**src/rtl/spiflash_responder.sv**
```systemverilog
// rtl/spiflash_responder.sv - SPI flash target (mode 0) serving READ / JEDEC-ID from a sync-read memory
//
// Ports:
//   core_clk, core_rst_n        block clock, asynchronous active-low reset
//   spiflash_cs_n/clk/mosi      SPI pins from the SoC, asynchronous to core_clk
//   spiflash_miso, _oe          serial data out and pad drive enable (miso is 0 while oe is 0)
//   mem_en, mem_addr            one-cycle read strobe and address
//   mem_rdata                   read data, valid one cycle after mem_en
// Build option: define SPIFLASH_RESP_FASTREAD_EN to support FAST READ (0x0B, 8 dummy clocks).
module spiflash_responder #(
  parameter int unsigned ADDR_WIDTH = 12,
  parameter logic [23:0] JEDEC_ID   = 24'hEF4016
) (
  input  logic                  core_clk,
  input  logic                  core_rst_n,
  input  logic                  spiflash_cs_n,
  input  logic                  spiflash_clk,
  input  logic                  spiflash_mosi,
  output logic                  spiflash_miso,
  output logic                  spiflash_miso_oe,
  output logic                  mem_en,
  output logic [ADDR_WIDTH-1:0] mem_addr,
  input  logic [7:0]            mem_rdata
);

  // The receive shifter holds one bit fewer than the address; the incoming
  // MOSI bit completes it combinationally on the final rise.
  localparam int unsigned SR_W = ADDR_WIDTH - 1;

  typedef enum logic [2:0] {
    S_IDLE,
    S_CMD,
    S_ADDR,
    S_DATA,
    S_ID,
    S_IGNORE
`ifdef SPIFLASH_RESP_FASTREAD_EN
    , S_DUMMY
`endif
  } state_e;

  logic [1:0]            cs_sync_q, cs_sync_d, clk_sync_q, clk_sync_d, mosi_sync_q, mosi_sync_d;
  logic                  cs_prev_q, cs_prev_d, clk_prev_q, clk_prev_d;
  state_e                state_q, state_d;
  logic [4:0]            bit_cnt_q, bit_cnt_d;
  logic [SR_W-1:0]       rx_sr_q, rx_sr_d;
  logic [ADDR_WIDTH-1:0] addr_q, addr_d, mem_addr_q, mem_addr_d;
  logic                  mem_en_q, mem_en_d, fetch_pend_q, fetch_pend_d;
  logic [7:0]            prefetch_q, prefetch_d, tx_sr_q, tx_sr_d;
  logic [2:0]            tx_cnt_q, tx_cnt_d;
  logic [1:0]            id_idx_q, id_idx_d;
  logic                  miso_q, miso_d, miso_oe_q, miso_oe_d;
`ifdef SPIFLASH_RESP_FASTREAD_EN
  logic [7:0]            cmd_q, cmd_d;
  logic [2:0]            dummy_cnt_q, dummy_cnt_d;
`endif

  logic                  cs_rise, cs_fall, clk_rise, clk_fall;
  logic [ADDR_WIDTH-1:0] rx_in;
  logic [7:0]            id_byte, load_byte;

  assign cs_rise  = ~cs_prev_q & cs_sync_q[1];
  assign cs_fall  = cs_prev_q & ~cs_sync_q[1];
  assign clk_rise = ~clk_prev_q & clk_sync_q[1];
  assign clk_fall = clk_prev_q & ~clk_sync_q[1];
  assign rx_in    = {rx_sr_q, mosi_sync_q[1]};

  always_comb begin
    id_byte = 8'hFF;
    case (id_idx_q)
      2'd0:    id_byte = JEDEC_ID[23:16];
      2'd1:    id_byte = JEDEC_ID[15:8];
      2'd2:    id_byte = JEDEC_ID[7:0];
      default: id_byte = 8'hFF;
    endcase
  end

  always_comb begin
    cs_sync_d    = {cs_sync_q[0], spiflash_cs_n};
    clk_sync_d   = {clk_sync_q[0], spiflash_clk};
    mosi_sync_d  = {mosi_sync_q[0], spiflash_mosi};
    cs_prev_d    = cs_sync_q[1];
    clk_prev_d   = clk_sync_q[1];
    state_d      = state_q;
    bit_cnt_d    = bit_cnt_q;
    rx_sr_d      = rx_sr_q;
    addr_d       = addr_q;
    mem_addr_d   = mem_addr_q;
    mem_en_d     = 1'b0;
    // Memory data arrives the cycle after the strobe.
    fetch_pend_d = mem_en_q;
    prefetch_d   = fetch_pend_q ? mem_rdata : prefetch_q;
    tx_sr_d      = tx_sr_q;
    tx_cnt_d     = tx_cnt_q;
    id_idx_d     = id_idx_q;
    miso_d       = miso_q;
    miso_oe_d    = miso_oe_q;
    load_byte    = 8'h00;
`ifdef SPIFLASH_RESP_FASTREAD_EN
    cmd_d        = cmd_q;
    dummy_cnt_d  = dummy_cnt_q;
`endif

    if (cs_rise) begin
      state_d      = S_IDLE;
      miso_d       = 1'b0;
      miso_oe_d    = 1'b0;
      fetch_pend_d = 1'b0;
      prefetch_d   = prefetch_q;
    end else begin
      case (state_q)
        S_IDLE: begin
          if (cs_fall) begin
            state_d   = S_CMD;
            bit_cnt_d = 5'd0;
          end
        end
        S_CMD: begin
          if (clk_rise) begin
            rx_sr_d   = rx_in[SR_W-1:0];
            bit_cnt_d = bit_cnt_q + 5'd1;
            if (bit_cnt_q == 5'd7) begin
              bit_cnt_d = 5'd0;
              tx_cnt_d  = 3'd0;
              id_idx_d  = 2'd0;
`ifdef SPIFLASH_RESP_FASTREAD_EN
              cmd_d     = rx_in[7:0];
`endif
              case (rx_in[7:0])
                8'h03:   state_d = S_ADDR;
`ifdef SPIFLASH_RESP_FASTREAD_EN
                8'h0B:   state_d = S_ADDR;
`endif
                8'h9F:   state_d = S_ID;
                default: state_d = S_IGNORE;
              endcase
            end
          end
        end
        S_ADDR: begin
          if (clk_rise) begin
            rx_sr_d   = rx_in[SR_W-1:0];
            bit_cnt_d = bit_cnt_q + 5'd1;
            if (bit_cnt_q == 5'd23) begin
              // Fetch the first byte now so it is buffered before the next SPI fall.
              bit_cnt_d  = 5'd0;
              addr_d     = rx_in;
              mem_addr_d = rx_in;
              mem_en_d   = 1'b1;
              tx_cnt_d   = 3'd0;
              state_d    = S_DATA;
`ifdef SPIFLASH_RESP_FASTREAD_EN
              if (cmd_q == 8'h0B) begin
                state_d     = S_DUMMY;
                dummy_cnt_d = 3'd0;
              end
`endif
            end
          end
        end
`ifdef SPIFLASH_RESP_FASTREAD_EN
        S_DUMMY: begin
          if (clk_rise) begin
            dummy_cnt_d = dummy_cnt_q + 3'd1;
            if (dummy_cnt_q == 3'd7) state_d = S_DATA;
          end
        end
`endif
        S_DATA, S_ID: begin
          if (clk_fall) begin
            miso_oe_d = 1'b1;
            tx_cnt_d  = tx_cnt_q + 3'd1;
            if (tx_cnt_q == 3'd0) begin
              // Byte boundary: take the buffered byte and refill the buffer behind it.
              load_byte = (state_q == S_DATA) ? prefetch_q : id_byte;
              miso_d    = load_byte[7];
              tx_sr_d   = {load_byte[6:0], 1'b0};
              if (state_q == S_DATA) begin
                addr_d     = addr_q + ADDR_WIDTH'(1);
                mem_addr_d = addr_q + ADDR_WIDTH'(1);
                mem_en_d   = 1'b1;
              end else if (id_idx_q != 2'd3) begin
                id_idx_d = id_idx_q + 2'd1;
              end
            end else begin
              miso_d  = tx_sr_q[7];
              tx_sr_d = {tx_sr_q[6:0], 1'b0};
            end
          end
        end
        default: ;
      endcase
    end
  end

  always_ff @(posedge core_clk or negedge core_rst_n) begin
    if (!core_rst_n) begin
      cs_sync_q    <= 2'b00;
      clk_sync_q   <= 2'b00;
      mosi_sync_q  <= 2'b00;
      cs_prev_q    <= 1'b0;
      clk_prev_q   <= 1'b0;
      state_q      <= S_IDLE;
      bit_cnt_q    <= 5'd0;
      rx_sr_q      <= '0;
      addr_q       <= '0;
      mem_addr_q   <= '0;
      mem_en_q     <= 1'b0;
      fetch_pend_q <= 1'b0;
      prefetch_q   <= 8'h00;
      tx_sr_q      <= 8'h00;
      tx_cnt_q     <= 3'd0;
      id_idx_q     <= 2'd0;
      miso_q       <= 1'b0;
      miso_oe_q    <= 1'b0;
`ifdef SPIFLASH_RESP_FASTREAD_EN
      cmd_q        <= 8'h00;
      dummy_cnt_q  <= 3'd0;
`endif
    end else begin
      cs_sync_q    <= cs_sync_d;
      clk_sync_q   <= clk_sync_d;
      mosi_sync_q  <= mosi_sync_d;
      cs_prev_q    <= cs_prev_d;
      clk_prev_q   <= clk_prev_d;
      state_q      <= state_d;
      bit_cnt_q    <= bit_cnt_d;
      rx_sr_q      <= rx_sr_d;
      addr_q       <= addr_d;
      mem_addr_q   <= mem_addr_d;
      mem_en_q     <= mem_en_d;
      fetch_pend_q <= fetch_pend_d;
      prefetch_q   <= prefetch_d;
      tx_sr_q      <= tx_sr_d;
      tx_cnt_q     <= tx_cnt_d;
      id_idx_q     <= id_idx_d;
      miso_q       <= miso_d;
      miso_oe_q    <= miso_oe_d;
`ifdef SPIFLASH_RESP_FASTREAD_EN
      cmd_q        <= cmd_d;
      dummy_cnt_q  <= dummy_cnt_d;
`endif
    end
  end

  assign spiflash_miso    = miso_q;
  assign spiflash_miso_oe = miso_oe_q;
  assign mem_en           = mem_en_q;
  assign mem_addr         = mem_addr_q;

endmodule

```
**config.mk**
```make
export PLATFORM = sky130hd
export DESIGN_NAME = spiflash_responder
export DESIGN_NICKNAME = d
export VERILOG_FILES = /design/src/rtl/spiflash_responder.sv
export SDC_FILE = /design/constraint.sdc
export NUM_CORES = 1
export LEC_CHECK = 0
export CAP_MARGIN = 15
export CELL_PAD_IN_SITES_DETAIL_PLACEMENT = 0
export CELL_PAD_IN_SITES_GLOBAL_PLACEMENT = 1
export CORE_MARGIN = 8
export CORE_UTILIZATION = 48
export DETAILED_ROUTE_END_ITERATION = 8
export PLACE_DENSITY_LB_ADDON = 0.2
export SLEW_MARGIN = 10
export SYNTH_ARGS = -nofsm -noshare
export SYNTH_HDL_FRONTEND = slang
export SYNTH_SLANG_ARGS = --single-unit
```
**constraint.sdc**
```tcl
create_clock -name core_clk -period 5.7 [get_ports core_clk]
set_input_delay 1.14 -clock core_clk [delete_from_list [all_inputs] [get_ports core_clk]]
set_output_delay 1.14 -clock core_clk [all_outputs]
set_load 0.005 [all_outputs]
```
# Yosys cells after proc, flatten, opt, wreduce, memory -nomap -nowiden

Index checks and enable logic that the tools add are counted.

Register bits after elaboration: 64
Input port bits: 13
Output and inout bits: 15
Logic and storage cells: 128

$add $sub $neg: 4
Equal/unequal tests: 26
Mux-type cells: 51
Bitwise logic cells: 9
Reductions and logical operators: 21

Operators with widths:

| operator                | number |
|---|---|
| $mux W12                | 5 |
| $mux W3                 | 11 |
| $mux W5                 | 5 |
| $pmux W12 S2            | 1 |
| $pmux W8 S3             | 1 |
| $ne A2 B2 Y1 const B    | 11 |
| $pmux W3 S3             | 2 |
| $mux W8                 | 2 |
| $ne A3 B3 Y1 const B    | 5 |
| $pmux W5 S3             | 1 |
| $mux W1                 | 14 |
| $reduce_and A7 Y1       | 2 |
| $add A12 B1 Y12 const B | 1 |
| $mux W2                 | 6 |
| $eq A8 B2 Y1 const B    | 1 |
| $eq A8 B8 Y1 const B    | 1 |
| $reduce_and A8 Y1       | 1 |
| $reduce_bool A2 Y1      | 4 |
| $eq A3 B2 Y1 const B    | 2 |
| $logic_not A3 Y1        | 2 |
| $pmux W3 S2             | 1 |
| $reduce_and A3 Y1       | 2 |
| $reduce_and A6 Y1       | 1 |
| $reduce_bool A3 Y1      | 2 |
| 18 further kinds        | 27 |

# Depth between registers and ports, before layout

Word-level depth: 7
Gate-level depth with buffers: 11
Depth with buffers taken out: 8

# Worst setup path before layout

Ideal clock, no wire load.

Kind: register to register
Start point: register tx_cnt_q[0]
End point: register mem_addr_q[2], in the netlist mem_addr[2]
Setup time: 87 ps
Arrival: 1924 ps
Data required time: 5613 ps
Path slack: 3689 ps
Stages on the path, launching flop included: 12
Path buffers: 3
Period minus slack after synthesis: 2011 ps
Path through: dfrtp_1 inv_1 ha_1 nor2b_1 clkbuf_1 a32oi_1 or3_1 clkbuf_1 inv_2 buf_2 o21ai_1 a22oi_1

Cells in the longest elaborated chain, start to end: 3

RTL lines:

| item                               | line | RTL |
|---|---|---|
| start, declared                    | 50   | `logic [2:0] tx_cnt_q, tx_cnt_d;` |
| start signal, assigned             | 235  | `tx_cnt_q <= tx_cnt_d;` |
| $logic_not A3 Y1                   | 173  | `if (tx_cnt_q == 3'd0) begin` |
| $ne A2 B2 Y1 (no source line)      | -    |  |
| $reduce_and A7 Y1 (no source line) | -    |  |
| end signal, assigned               | 230  | `mem_addr_q <= mem_addr_d;` |
| end, declared                      | 47   | `logic [ADDR_WIDTH-1:0] addr_q, addr_d, mem_addr_q, mem_addr_d;` |

No other way between the ends.
A chain may end at the register's enable or synchronous reset.

# Worst setup path after layout

Start point: register state_q[1]
End point: register tx_sr_q[1]

Cells in the longest elaborated chain, start to end: 3
Elaborated cells on any way between the ends: 6
Classes of those cells: eq/ne (2); mux (2); reduce/logical (2)

RTL lines:

| item                                                          | line     | RTL |
|---|---|---|
| start, declared                                               | 44       | `state_e state_q, state_d;` |
| start signal, assigned                                        | 226      | `state_q <= state_d;` |
| $eq A3 B2 Y1 or $eq A3 B3 Y1 (tied branches)                  | 111, 175 |  |
| $reduce_or A2 Y1 or $mux W8 (tied branches)                   | 111, 175 |  |
| $reduce_and A3 Y1 (no source line) or $mux W8 (tied branches) | -        |  |
| end signal, assigned                                          | 234      | `tx_sr_q <= tx_sr_d;` |
| end, declared                                                 | 49       | `logic [7:0] prefetch_q, prefetch_d, tx_sr_q, tx_sr_d;` |

Parallel ways exist; a longest one is shown, timed or not.

==> results.py <==
metrics = {
    "run_status": {
        "status": "finished, final reports clean",
    },
    "global_routing": {
        "grt_pass1_vias": 2311,
        "grt_pass1_wl_mm": 11.7,
        "track_usage_pct": 15.1,
        "grt_max_degree": 64,
        "grt_antenna_before_repair": 0,
        "grt_overflow": 0,
    },
    "floorplan": {
        "fp.coreArea_mm2": 0.00635,
        "die_w_um": 97.2,
        "dieHeight_um": 97.2,
        "rows": 29,
        "dieArea_mm2": 0.00945,
        "start_util_pct": 49.8,
        "io-pin-count": 28,
    },
    "timing": {
        "holdWs_ps": 353,
        "setup_violations": 0,
        "maxSlewViolCount": 0,
        "post-route-period-util_pct": 45.9,
        "clock.fmax_ghz": 0.382,
        "tns_ps": 0,
        "hold_violations": 0,
        "rsz0062_at_grt": "false",
        "slew_headroom_pct": 43.3,
        "worst_clock_skew_ps": 6.93,
        "fin_crit_ps": 2620,
        "worst_slew_pin_slew_ps": 851,
    },
    "finish": {
        "drive_gt1_share_pct": 13.9,
        "seq_area_mm2": 0.00158,
        "nets": 358,
        "num-fill-cells": 561,
        "multi_input_area_mm2": 0.00146,
        "area_growth_pct": 16.4,
        "design_area_mm2": 0.00368,
        "antennaDiodeCount": 0,
    },
    "worst_hold_path": {
        "min_path_type": "register to register",
        "hold_end": "clk_sync_q[1]$_DFF_PN0_",
        "min_path_cells": 0,
        "min_from": "clk_sync_q[0]$_DFF_PN0_",
    },
    "clocking": {
        "cts_resized": 0,
        "h-tree-depth": 3,
        "postCtsSetupRepairBufs": 0,
        "cts_buffers": 9,
        "clk_root_buffer_cell": "clkbuf_8",
        "clkSinkCount": 63,
        "hold_buffers": 0,
        "clk_latency_ps": 340,
        "cts_buffer_depth": 2,
        "cts_tree": "built",
        "path_clk_slew_ps": 70,
    },
    "critical_path": {
        "worstPathRequired_ps": 5930,
        "path_max_fanout": 15,
        "ff2ff_path_depth": 4,
        "r2r_slack_ps": 3080,
        "start_kind": "register",
        "path_cells": "and3b_1 -> a21oi_1 -> or3_1 -> mux2_2",
        "reg2reg_to": "tx_sr_q[1]$_DFFE_PN0P_",
        "worst-setup-path-type": "register to register",
        "worst_setup_path_end_kind": "register",
        "r2r_start": "state_q[1]$_DFFE_PN0P_",
        "crit_arrival_ps": 2840,
        "max_stage_delay_ps": 710,
        "slowest_stage": "a21oi_1",
    },
    "place": {
        "place_area_mm2": 0.00346,
        "place.gp.congestion": 0.804,
        "port_buffers": 27,
        "dpl.hpwl_mm": 4.67,
    },
    "routing": {
        "routed_wl_mm": 6.91,
        "vias_per_cell": 5.81,
        "postRouteAntennaNets": 0,
        "drc": 0,
        "dr_total_vias": 2418,
        "initialDrtViolationCount": 155,
        "post_drt_wl_per_cell_um": 16.6,
        "drtPass1Iterations": 4,
    },
    "logic_synthesis": {
        "netlist_top_cells_count": "63 x dfrtp_1, 29 x a21oi_1, 28 x nand2_1, 24 x nor2_1, 22 x mux2_2",
        "avgSynthCellArea_um2": 10.1,
        "synth_area_mm2": 0.00316,
        "yosysTopAreaCellShare_pct": 49.8,
        "synth_ff_type": "dfrtp_1",
        "yosysSeqAreaShare_pct": 49.8,
        "synthCells": 313,
        "ys_types": 52,
        "synth_nets": 337,
        "synth_most_common_cell": "dfrtp_1",
        "synth_edf_count": 0,
        "synth_top_area_cell": "dfrtp_1",
        "async_flop_share_pct": 100,
        "synthTopCellsByArea": "dfrtp_1 50%, mux2_2 7.8%, a21oi_1 4.6%",
        "yosys_register_bits": 63,
        "yosys_warnings": 0,
    },
    "power_and_ir_drop": {
        "leakage_uw": 0.00167,
        "peakVddDrop_mv": 0.197,
        "power.density_mw_per_mm2": 297,
    },
    "run": {
        "drv_cap": 0,
    },
}
per-stage QoR:
step / utilization (%) / power [µW] / cells / setup slack, ps
3_3_place_gp: 54.5 / 661 / 400 / 3140
5_1_grt: 58.0 / 1150 / 416 / 2840
4_1_cts: 58.0 / 1100 / 416 / 3090
2_1_floorplan: - / 614 / 313 / 3690
3_5_place_dp: 54.5 / 666 / 400 / 3100
6_report: 58.0 / 1090 / 416 / 3080
worst max path at each step:
stage | to | slack [ps] | from
final | tx_sr_q[1]$_DFFE_PN0P_ | 3080 | state_q[1]$_DFFE_PN0P_
after global routing | tx_sr_q[1]$_DFFE_PN0P_ | 2840 | state_q[2]$_DFFE_PN0P_
after CTS | tx_sr_q[1]$_DFFE_PN0P_ | 3090 | state_q[1]$_DFFE_PN0P_
after detailed placement | tx_sr_q[1]$_DFFE_PN0P_ | 3100 | state_q[1]$_DFFE_PN0P_
after global placement | tx_sr_q[1]$_DFFE_PN0P_ | 3140 | state_q[1]$_DFFE_PN0P_
after floorplan | mem_addr[2]$_DFFE_PN0P_ | 3690 | tx_cnt_q[0]$_DFFE_PN0P_
layout make-up:
class	instances	share of cell area [%]
clock buffer	11	3.84
clock inverter	5	2.21
inverter	12	1.22
multi-input combinational	219	39.7
sequential	63	42.8
tap	77	2.62
timing repair buffer	29	7.61
metal layers:
layer  vias to the layer above  routed length (µm)  GRT usage (%)
met5                         -                   0              0
met3                         7                 351           2.99
met1                      1176                3410           21.0
met2                        71                3040           21.6
li1                       1164                   -              -
met4                         0                 113           7.46
logic make-up after synthesis:
group	after synthesis	synth area share, %
and+or+nand+nor	102	17.5
adders and majority gates	11	4.35
muxes	25	8.78
AOI/OAI and AO/OA	81	15.6
DFF	63	49.8
buffers and inverters	31	3.95
cells in the final DEF (no fill, tap or decap), types with 10 or more instances in the layout:
cell type / instances
a21oi_1: 29
clkbuf_8: 10
clkdlybuf4s50_1: 26
dfrtp_1: 63
ha_1: 11
inv_1: 11
mux2_2: 22
nand2_1: 28
nor2_1: 24
o21ai_0: 16
worst max-delay path: cells and delay by family, from the launching register on:
kind,cells,cell delay (ps)
flip-flops,1,550
multiplexers,1,380
AND/OR/NAND/NOR,2,860
AO/OA/AOI/OAI,1,710
flip-flops by register name, indices dropped and copies added, names as in the netlist:
register and flops:
mem_addr 12, cs_sync_q 2, mem_en 1, spiflash_miso_oe 1, id_idx_q 2, mosi_sync_q 2
spiflash_miso 1, clk_prev_q 1, tx_sr_q 7, state_q 3, clk_sync_q 2, fetch_pend_q 1
tx_cnt_q 3, prefetch_q 8, bit_cnt_q 5, rx_sr_q 11, cs_prev_q 1
power breakdown:
part           switching (µW)  internal, µW  total, µW
clock                     177           258        435
sequential               50.1           487        537
combinational            57.6          63.3        121
No activity file was read; power rests on OpenSTA's default activity.
